## config.mk

```make
export PLATFORM = sky130hd
export DESIGN_NAME = decode_stage
export DESIGN_NICKNAME = d
export VERILOG_FILES = /design/src/rtl/decode_stage.sv
export SDC_FILE = /design/constraint.sdc
export NUM_CORES = 1
export LEC_CHECK = 0
export BUFFER_PORTS_ARGS = -buffer_cell sky130_fd_sc_hd__clkbuf_2
export CAP_MARGIN = 20
export CORE_MARGIN = 5
export CORE_UTILIZATION = 41
export DETAILED_ROUTE_END_ITERATION = 10
export GPL_ROUTABILITY_DRIVEN = 0
export SLEW_MARGIN = 20
export SYNTH_ARGS = -nofsm -noshare
export SYNTH_HDL_FRONTEND = slang
export SYNTH_SLANG_ARGS = --single-unit
```

## constraint.sdc

```tcl
create_clock -name clk -period 2.3 [get_ports clk]
set_clock_uncertainty 0.1 [all_clocks]
set_input_delay 0.46 -clock clk [delete_from_list [all_inputs] [get_ports clk]]
set_output_delay 0.46 -clock clk [all_outputs]
set_load 0.01 [all_outputs]
```

## src/rtl/decode_stage.sv

```systemverilog
// ============================================================================
// decode_stage
//
// Registered RV32/RV64 instruction decode stage sitting between fetch and
// register read. Each incoming instruction word is decoded combinationally
// (format, sign-extended immediate, rd write-enable). The result is then
// captured either in the output register (OUT) or in a one-deep skid
// register (SKID). This sustains one instruction per cycle under
// backpressure without a combinational path from out_ready to in_ready.
//
// Parameters
//   XLEN      : datapath width of pc and imm, 32 or 64
//
// Ports
//   clk       : clock, rising-edge active
//   rst_n     : asynchronous active-low reset
//   flush     : squashes both buffered entries and drops same-cycle input
//   in_valid  : in_instr / in_pc are valid
//   in_ready  : stage can accept (driven from registered state only)
//   in_instr  : raw 32-bit instruction word
//   in_pc     : instruction address
//   out_valid : decoded entry in OUT is valid
//   out_ready : downstream accepts the OUT entry
//   out_pc    : address of the decoded instruction
//   opcode, rd, func3, rs1, rs2, func7 : raw fields of the OUT instruction
//   imm       : sign-extended immediate of the OUT instruction
//   fmt       : format code R=0 I=1 S=2 B=3 U=4 J=5 SYS=6 ILL=7
//   illegal   : fmt == ILL
//   rd_we     : instruction writes a non-zero rd
// ============================================================================
module decode_stage #(
    parameter int XLEN = 32
) (
    input  logic            clk,
    input  logic            rst_n,
    input  logic            flush,
    input  logic            in_valid,
    output logic            in_ready,
    input  logic [31:0]     in_instr,
    input  logic [XLEN-1:0] in_pc,
    output logic            out_valid,
    input  logic            out_ready,
    output logic [XLEN-1:0] out_pc,
    output logic [6:0]      opcode,
    output logic [4:0]      rd,
    output logic [2:0]      func3,
    output logic [4:0]      rs1,
    output logic [4:0]      rs2,
    output logic [6:0]      func7,
    output logic [XLEN-1:0] imm,
    output logic [2:0]      fmt,
    output logic            illegal,
    output logic            rd_we
);

    typedef enum logic [1:0] {
        ST_EMPTY = 2'd0,
        ST_ONE   = 2'd1,
        ST_FULL  = 2'd2
    } buf_state_t;

    typedef enum logic [2:0] {
        FMT_R   = 3'd0,
        FMT_I   = 3'd1,
        FMT_S   = 3'd2,
        FMT_B   = 3'd3,
        FMT_U   = 3'd4,
        FMT_J   = 3'd5,
        FMT_SYS = 3'd6,
        FMT_ILL = 3'd7
    } fmt_t;

    buf_state_t      state;
    buf_state_t      state_next;

    logic            accept;
    logic            load_out_in;
    logic            load_out_skid;
    logic            load_skid;

    fmt_t            dec_fmt;
    logic [31:0]     dec_imm32;
    logic [XLEN-1:0] dec_imm;
    logic            dec_rd_we;

    logic [31:0]     out_instr_q;
    logic [XLEN-1:0] out_pc_q;
    fmt_t            out_fmt_q;
    logic [XLEN-1:0] out_imm_q;
    logic            out_rd_we_q;

    logic [31:0]     skid_instr_q;
    logic [XLEN-1:0] skid_pc_q;
    fmt_t            skid_fmt_q;
    logic [XLEN-1:0] skid_imm_q;
    logic            skid_rd_we_q;

    // Input-side decode. Every supported opcode ends in 2'b11, so any word
    // whose low two bits differ automatically lands in the default (ILL)
    // branch. All immediates fit in 32 bits once sign-extended; the 32-bit
    // value is then sign-extended once more to XLEN. This is what makes
    // the upper half of an RV64 U-immediate replicate instr[31].
    always_comb begin
        dec_fmt   = FMT_ILL;
        dec_imm32 = '0;
        dec_rd_we = 1'b0;

        case (in_instr[6:0])
            7'b0110011:                         dec_fmt = FMT_R;
            7'b0010011, 7'b0000011, 7'b1100111: dec_fmt = FMT_I;
            7'b0100011:                         dec_fmt = FMT_S;
            7'b1100011:                         dec_fmt = FMT_B;
            7'b0110111, 7'b0010111:             dec_fmt = FMT_U;
            7'b1101111:                         dec_fmt = FMT_J;
            7'b1110011:                         dec_fmt = FMT_SYS;
            default:                            dec_fmt = FMT_ILL;
        endcase

        case (dec_fmt)
            FMT_I: dec_imm32 = {{20{in_instr[31]}}, in_instr[31:20]};
            FMT_S: dec_imm32 = {{20{in_instr[31]}}, in_instr[31:25], in_instr[11:7]};
            FMT_B: dec_imm32 = {{19{in_instr[31]}}, in_instr[31], in_instr[7],
                                in_instr[30:25], in_instr[11:8], 1'b0};
            FMT_U: dec_imm32 = {in_instr[31:12], 12'b0};
            FMT_J: dec_imm32 = {{11{in_instr[31]}}, in_instr[31], in_instr[19:12],
                                in_instr[20], in_instr[30:21], 1'b0};
            default: dec_imm32 = '0;
        endcase

        case (dec_fmt)
            FMT_R, FMT_I, FMT_U, FMT_J, FMT_SYS: dec_rd_we = (in_instr[11:7] != 5'd0);
            default:                             dec_rd_we = 1'b0;
        endcase
    end

    assign dec_imm = XLEN'($signed(dec_imm32));

    // Handshake flags come straight from the state register, so in_ready
    // never depends combinationally on out_ready.
    assign out_valid = (state != ST_EMPTY);
    assign in_ready  = (state != ST_FULL);
    assign accept    = in_valid & in_ready & ~flush;

    // Buffer occupancy state register.
    always_ff @(posedge clk or negedge rst_n) begin
        if (!rst_n) begin
            state <= ST_EMPTY;
        end else begin
            state <= state_next;
        end
    end

    // Next-state and register-load decisions. Flush wins over everything.
    // When OUT drains while SKID is occupied, SKID moves forward so that
    // the older instruction always leaves first. No new input can arrive
    // in that cycle because in_ready is low in FULL.
    always_comb begin
        state_next    = state;
        load_out_in   = 1'b0;
        load_out_skid = 1'b0;
        load_skid     = 1'b0;

        if (flush) begin
            state_next = ST_EMPTY;
        end else begin
            case (state)
                ST_EMPTY: begin
                    if (accept) begin
                        load_out_in = 1'b1;
                        state_next  = ST_ONE;
                    end
                end
                ST_ONE: begin
                    if (out_ready) begin
                        if (accept) begin
                            load_out_in = 1'b1;
                        end else begin
                            state_next = ST_EMPTY;
                        end
                    end else if (accept) begin
                        load_skid  = 1'b1;
                        state_next = ST_FULL;
                    end
                end
                ST_FULL: begin
                    if (out_ready) begin
                        load_out_skid = 1'b1;
                        state_next    = ST_ONE;
                    end
                end
                default: begin
                    state_next = ST_EMPTY;
                end
            endcase
        end
    end

    // Output register. It only changes on a load, so the data stays stable
    // while the downstream stalls.
    always_ff @(posedge clk or negedge rst_n) begin
        if (!rst_n) begin
            out_instr_q <= '0;
            out_pc_q    <= '0;
            out_fmt_q   <= FMT_R;
            out_imm_q   <= '0;
            out_rd_we_q <= 1'b0;
        end else if (load_out_in) begin
            out_instr_q <= in_instr;
            out_pc_q    <= in_pc;
            out_fmt_q   <= dec_fmt;
            out_imm_q   <= dec_imm;
            out_rd_we_q <= dec_rd_we;
        end else if (load_out_skid) begin
            out_instr_q <= skid_instr_q;
            out_pc_q    <= skid_pc_q;
            out_fmt_q   <= skid_fmt_q;
            out_imm_q   <= skid_imm_q;
            out_rd_we_q <= skid_rd_we_q;
        end
    end

    // Skid register. It holds the younger instruction that arrived while
    // the downstream was stalled.
    always_ff @(posedge clk or negedge rst_n) begin
        if (!rst_n) begin
            skid_instr_q <= '0;
            skid_pc_q    <= '0;
            skid_fmt_q   <= FMT_R;
            skid_imm_q   <= '0;
            skid_rd_we_q <= 1'b0;
        end else if (load_skid) begin
            skid_instr_q <= in_instr;
            skid_pc_q    <= in_pc;
            skid_fmt_q   <= dec_fmt;
            skid_imm_q   <= dec_imm;
            skid_rd_we_q <= dec_rd_we;
        end
    end

    assign out_pc  = out_pc_q;
    assign opcode  = out_instr_q[6:0];
    assign rd      = out_instr_q[11:7];
    assign func3   = out_instr_q[14:12];
    assign rs1     = out_instr_q[19:15];
    assign rs2     = out_instr_q[24:20];
    assign func7   = out_instr_q[31:25];
    assign imm     = out_imm_q;
    assign fmt     = out_fmt_q;
    assign illegal = (out_fmt_q == FMT_ILL);
    assign rd_we   = out_rd_we_q;

endmodule

```

# Word-level counts from Yosys, hierarchy flattened
# Index checks and enable logic that the tools add are counted.
[word_totals]
ram_bits = 0
n_memories = 0
output_inout_bits = 103
mem_bits_ro = 0
latch_bits = 0
elab_cells = 77
ff_bits = 202
[op_classes]
shifts = 0
muxes = 30
n_mul = 0
reduce_logical = 9
eq_ne = 24
bitwise = 3
addsub = 0
magnitude_cmp = 0
div_mod_pow = 0
[op_table]
columns = ["cell", "count"]
rows = [
  ["2-to-1 mux 32 bit", 6],
  ["one-hot mux 32 bit (5 select lines)", 1],
  ["== test 7 bit (second input constant)", 4],
  ["== test 7 x 6 -> 1 bit (second input constant)", 3],
  ["one-hot mux 3 bit (7 select lines)", 1],
  ["== test 7 x 5 -> 1 bit (second input constant)", 2],
  ["== test 3 bit (second input constant)", 4],
  ["2-to-1 mux 1 bit", 12],
  ["2-to-1 mux 2 bit", 6],
  ["inequality test 4 bit (second input constant)", 2],
  ["== test 7 x 2 -> 1 bit (second input constant)", 1],
  ["== test 3 x 2 -> 1 bit (second input constant)", 2],
  ["2-to-1 mux 3 bit", 2],
  ["inequality test 3 bit (second input constant)", 2],
  ["one-hot mux 2 bit (3 select lines)", 1],
  ["nonzero test 5 bit", 1],
  ["OR reduction 5 bit", 1],
  ["AND reduction 4 bit", 1],
  ["nonzero test 2 bit", 2],
  ["== test 3 x 1 -> 1 bit (second input constant)", 1],
  ["zero test 3 bit", 1],
  ["OR reduction 3 bit", 1],
  ["bitwise AND 1 bit", 2],
  ["== test 2 x 1 -> 1 bit (second input constant)", 1],
  ["other kinds (6)", 6],
]

# Longest topological paths before layout
[logic_depth]
depth_word = 8
ltp_mapped = 7
mapped_depth_nobuf = 4

# Worst setup path after synthesis
# OpenSTA, ideal clock, no wires.
[synth_timing]
path_type = "input port to flip-flop"
start = "input in_instr[6]"
end = "register out_imm_q[10], in the netlist imm[10]"
arrival_ns = 1.506
cell_stages = 5
setup_time_ns = 0.083
setup_slack_ns = 0.612
cell_sequence = "buf_2 > or2_2 > o32ai_2 > nor2_1 > o21ai_0"
[synth_between]
elab_chain_cells = 6
word_cells_on_any_way = 20
[synth_lines]
columns = ["element", "line", "source"]
rows = [
  ["start, declared", "39", "input logic [31:0] in_instr,"],
  ["== test 7 x 5 -> 1 bit (tied with other cells)", "108", "case (in_instr[6:0])"],
  ["OR reduction 3 bit or OR reduction 2 bit (tied branches)", "108", ""],
  ["one-hot mux 3 bit (7 select lines) (*)", "108", ""],
  ["== test 3 bit (tied with other cells)", "119", "case (dec_fmt)"],
  ["one-hot mux 32 bit (5 select lines) (*)", "119", ""],
  ["2-to-1 mux 32 bit (*)", "207", "end else if (load_out_in) begin"],
  ["end signal, assigned", "211", "out_imm_q <= dec_imm;"],
  ["end signal, assigned", "217", "out_imm_q <= skid_imm_q;"],
  ["end, declared", "89", "logic [XLEN-1:0] out_imm_q;"],
]
# Mark *: on every way between the ends. The rest lies on a longest branch, timed or not.
# A chain may end at the register's enable or synchronous reset.

# Final worst setup path
[layout_timing]
start = "register state[1]"
end = "register skid_imm_q[29]"
[layout_between]
elab_chain_cells = 7
word_cells_on_any_way = 8
[layout_lines]
columns = ["element", "line", "source"]
rows = [
  ["start, declared", "73", "buf_state_t state;"],
  ["start signal, assigned", "149", "state <= state_next;"],
  ["inequality test 2 bit", "141", "assign in_ready = (state != ST_FULL);"],
  ["bitwise AND 1 bit (2 in series)", "142", "assign accept = in_valid & in_ready & ~flush;"],
  ["2-to-1 mux 1 bit", "180", "end else if (accept) begin"],
  ["2-to-1 mux 1 bit", "174", "if (out_ready) begin"],
  ["2-to-1 mux 1 bit (*)", "166", "case (state)"],
  ["2-to-1 mux 1 bit (*)", "163", "if (flush) begin"],
  ["end signal, assigned", "235", "skid_imm_q <= dec_imm;"],
  ["end, declared", "95", "logic [XLEN-1:0] skid_imm_q;"],
]
# Marks and branches as above.

==> metrics.txt <==
average wire per standard cell=between 15 and 20 um; Comb power frac=13.8%; period utilization=roughly nine tenths; fin nets=roughly 1,100; gr usage total=19.9%; drt initial violations=around 550; Top Family by Delay on Critical Path=simple AND/OR/NAND/NOR gates; Synth Register Bits=between 200 and 250; PwrDens=approximately 900 mW/mm^2; die width=about 150 um; vias in the first global route=between 6,000 and 7,000; Max Freq=487 MHz; Switching Fraction=26.5%; fin crit period=2.05 ns; WP data arrival=roughly 2.4 ns; Mapped Nets=between 900 and 1,000; master of the slowest instance on the critical path=nor2_1; Post-Syn Area per Cell=between 9 and 10 um^2; total CTS buffers=23; number of enable flip-flop cells after synthesis=0; largest net degree at the start of global routing=approximately 110; Psw=2510 uW; core area=~0.02 mm^2; Layout Utilization=roughly 52%; Filler cells=1,841; largest stage delay on the critical path=0.64 ns; Final Slew Violations=0; Clock transition at path regs=0.06 ns; Int Pwr=6960 uW; P&R area growth vs syn=24.2%; HPWL Detailed=around 16 mm; Main synth FF type=dfrtp_1; via count=approximately 6,900; Vias/cell=~5.3; Initial Util=41.8%; commonest non-fill, non-tap cell in the layout=nand2_1; CTS Buffer Depth=3; IO Pins=around 170; required time worst endpoint=approximately 2.6 ns; Antenna Cells=0; Slew @ Worst Pin=0.823 ns; number of library cell types mapped by synthesis=50; FP Rows=52; clock sinks=a little over 200; Flop pwr share=46.7%; Synth Cell Area=between 0.008 and 0.009 mm^2; Worst-Skew Late Latency=~0.5 ns; I/O Buffers=between 150 and 200; CP Launch Type=register; slew margin rel.=44.9%; routed wire length=23.8 mm; Worst Hold Class=in -> reg; Final Hold Vio Count=0; grt ovf=0; Worst VDD drop=approximately 600 uV; Total Power=9470 uW; die area=about 0.024 mm^2; antenna-violating nets left=0; initial antenna violation count=0; Worst Setup End Kind=register; Post-Synthesis Cells=around 860; LEAKAGE=0.00545 uW; most frequent cells in the layout=nand2_1 (359), dfrtp_1 (202), clkbuf_2 (170), a22oi_1 (78), o21ai_0 (34); sequential area share after synthesis=between 50% and 60%; CP Max Fanout=11; first-pass GRT wire length=approximately 39 mm; H-tree Lvls=1; share of layout cells above drive strength 1=between 20% and 30%; CTS root buffer=clkbuf_16; maxcap violations=0; Synth warnings=0; post-route setup TNS=0 ns; final setup fails=0; residual DRC count=0; Synth async-reset ratio=100%; Clock power frac=39.5%; RSZ-0062 raised after global routing=no; first drt pass iteration count=9; critical setup path kind=reg -> reg; crit-path cells=nor3b_4 -> nand2_4 -> nor2_1 -> a221o_1; TritonCTS clock tree=built; Die H=roughly 150 um; status=finished, final reports clean; WP buf/inv=0
-- repair_timing --
action | CTS | global route
hold endpoints to repair | 49 | 0
gates resized for setup | 0 | 0
setup buffers | 0 | 0
hold buffers | 1 | 0
-- power by group through the flow --
stage	Combinational, uW	Sequential, uW	Clock (uW)
after floorplan	604	4530	0
after global placement	1300	4470	0
after detailed placement	1330	4470	0
after CTS	1340	4420	3840
after global routing	1490	4500	4000
final	1300	4420	3740
-- sequential cells by signal, indices dropped and copies added, names as in the netlist --
signal and count:
skid_imm_q 32, skid_pc_q 32, out_pc 32, skid_rd_we_q 1, out_instr_q 32, fmt 3, rd_we 1, state 2
imm 32, skid_fmt_q 3, skid_instr_q 32
-- Yosys cell counts, types with 2 or more instances --
| master | n | area [um^2] |
|---|---|---|
| o22ai_1 | 3 | 18.8 |
| dfrtp_1 | 202 | 5050 |
| a31oi_1 | 2 | 12.5 |
| buf_4 | 7 | 52.6 |
| o211ai_1 | 4 | 30.0 |
| a22oi_1 | 78 | 586 |
| o21ai_0 | 34 | 170 |
| and3_1 | 3 | 18.8 |
| or2_2 | 2 | 12.5 |
| nor2_1 | 12 | 45.0 |
| nor3_1 | 2 | 10.0 |
| nor2b_1 | 3 | 18.8 |
| nand2_1 | 359 | 1350 |
| nand3_1 | 15 | 75.1 |
| nand4bb_1 | 2 | 22.5 |
| buf_2 | 33 | 165 |
| nand3b_1 | 2 | 15.0 |
| a21oi_1 | 8 | 40.0 |
| nand2b_1 | 3 | 18.8 |
| o31ai_1 | 3 | 22.5 |
| a221o_1 | 27 | 270 |
| a222oi_1 | 7 | 70.1 |
| clkbuf_1 | 13 | 48.8 |
| a22o_1 | 6 | 52.6 |
| a211oi_1 | 2 | 15.0 |
| a21oi_2 | 3 | 26.3 |
| mux2i_1 | 4 | 40.0 |
-- area by class of cell --
cell class | count | area, um^2 | area share, %
multi-input cells | 605 | 3200 | 30.3
repair buffers | 199 | 1200 | 11.4
clock inverters | 6 | 108 | 1.02
flip-flops and latches | 202 | 5050 | 47.8
clock buffers | 33 | 663 | 6.27
inverters | 1 | 3.75 | 0.0355
well taps | 270 | 338 | 3.20
-- tightest hold or removal path: stages --
cell and delay [ns]:
clkbuf_2 0.09, nand2_1 0.04, nand2_1 0.04
-- logic make-up (layout without fill, tap and decap cells) --
kind of cell	count (synthesis)	in the layout	share of synthesized area, %
DFF	202	202	59.4
AOI/OAI and AO/OA	184	184	16.4
buffers and inverters	55	239	3.22
muxes	4	4	0.471
and+or+nand+nor	417	417	20.5
-- worst paths after layout --
check,to,cells past startpoint,start,slack [ns]
max,skid_imm_q[29],4,state[1],0.25
min,skid_pc_q[26],3,in_pc[26],0.07
max in group asynchronous,skid_pc_q[8],3,rst_n,1.04
max reg2reg,skid_imm_q[29],4,state[1],0.25
min in group asynchronous,out_instr_q[25],2,rst_n,0.38
min reg2reg,out_pc[11],2,out_pc[11],0.37
-- routing by layer --
layer	wire length [um]	track usage, %
met5	0	0
met4	325	3.95
met3	2130	4.64
met2	10700	30.6
met1	10600	29.1
-- through the flow --
stage / setup WS, ns / hold WS (ns) / cells / cell area [um^2]
floorplan: 0.612 / 0.0644 / 862 / 8510
detailed placement: 0.136 / 0.362 / 1276 / 9790
global route: 0.144 / 0.0576 / 1316 / 10600
CTS: 0.269 / 0.0479 / 1316 / 10600
finish: 0.246 / 0.0675 / 1316 / 10600
global placement: 0.163 / 0.357 / 1276 / 9790
(Power assumes the default switching activity.)
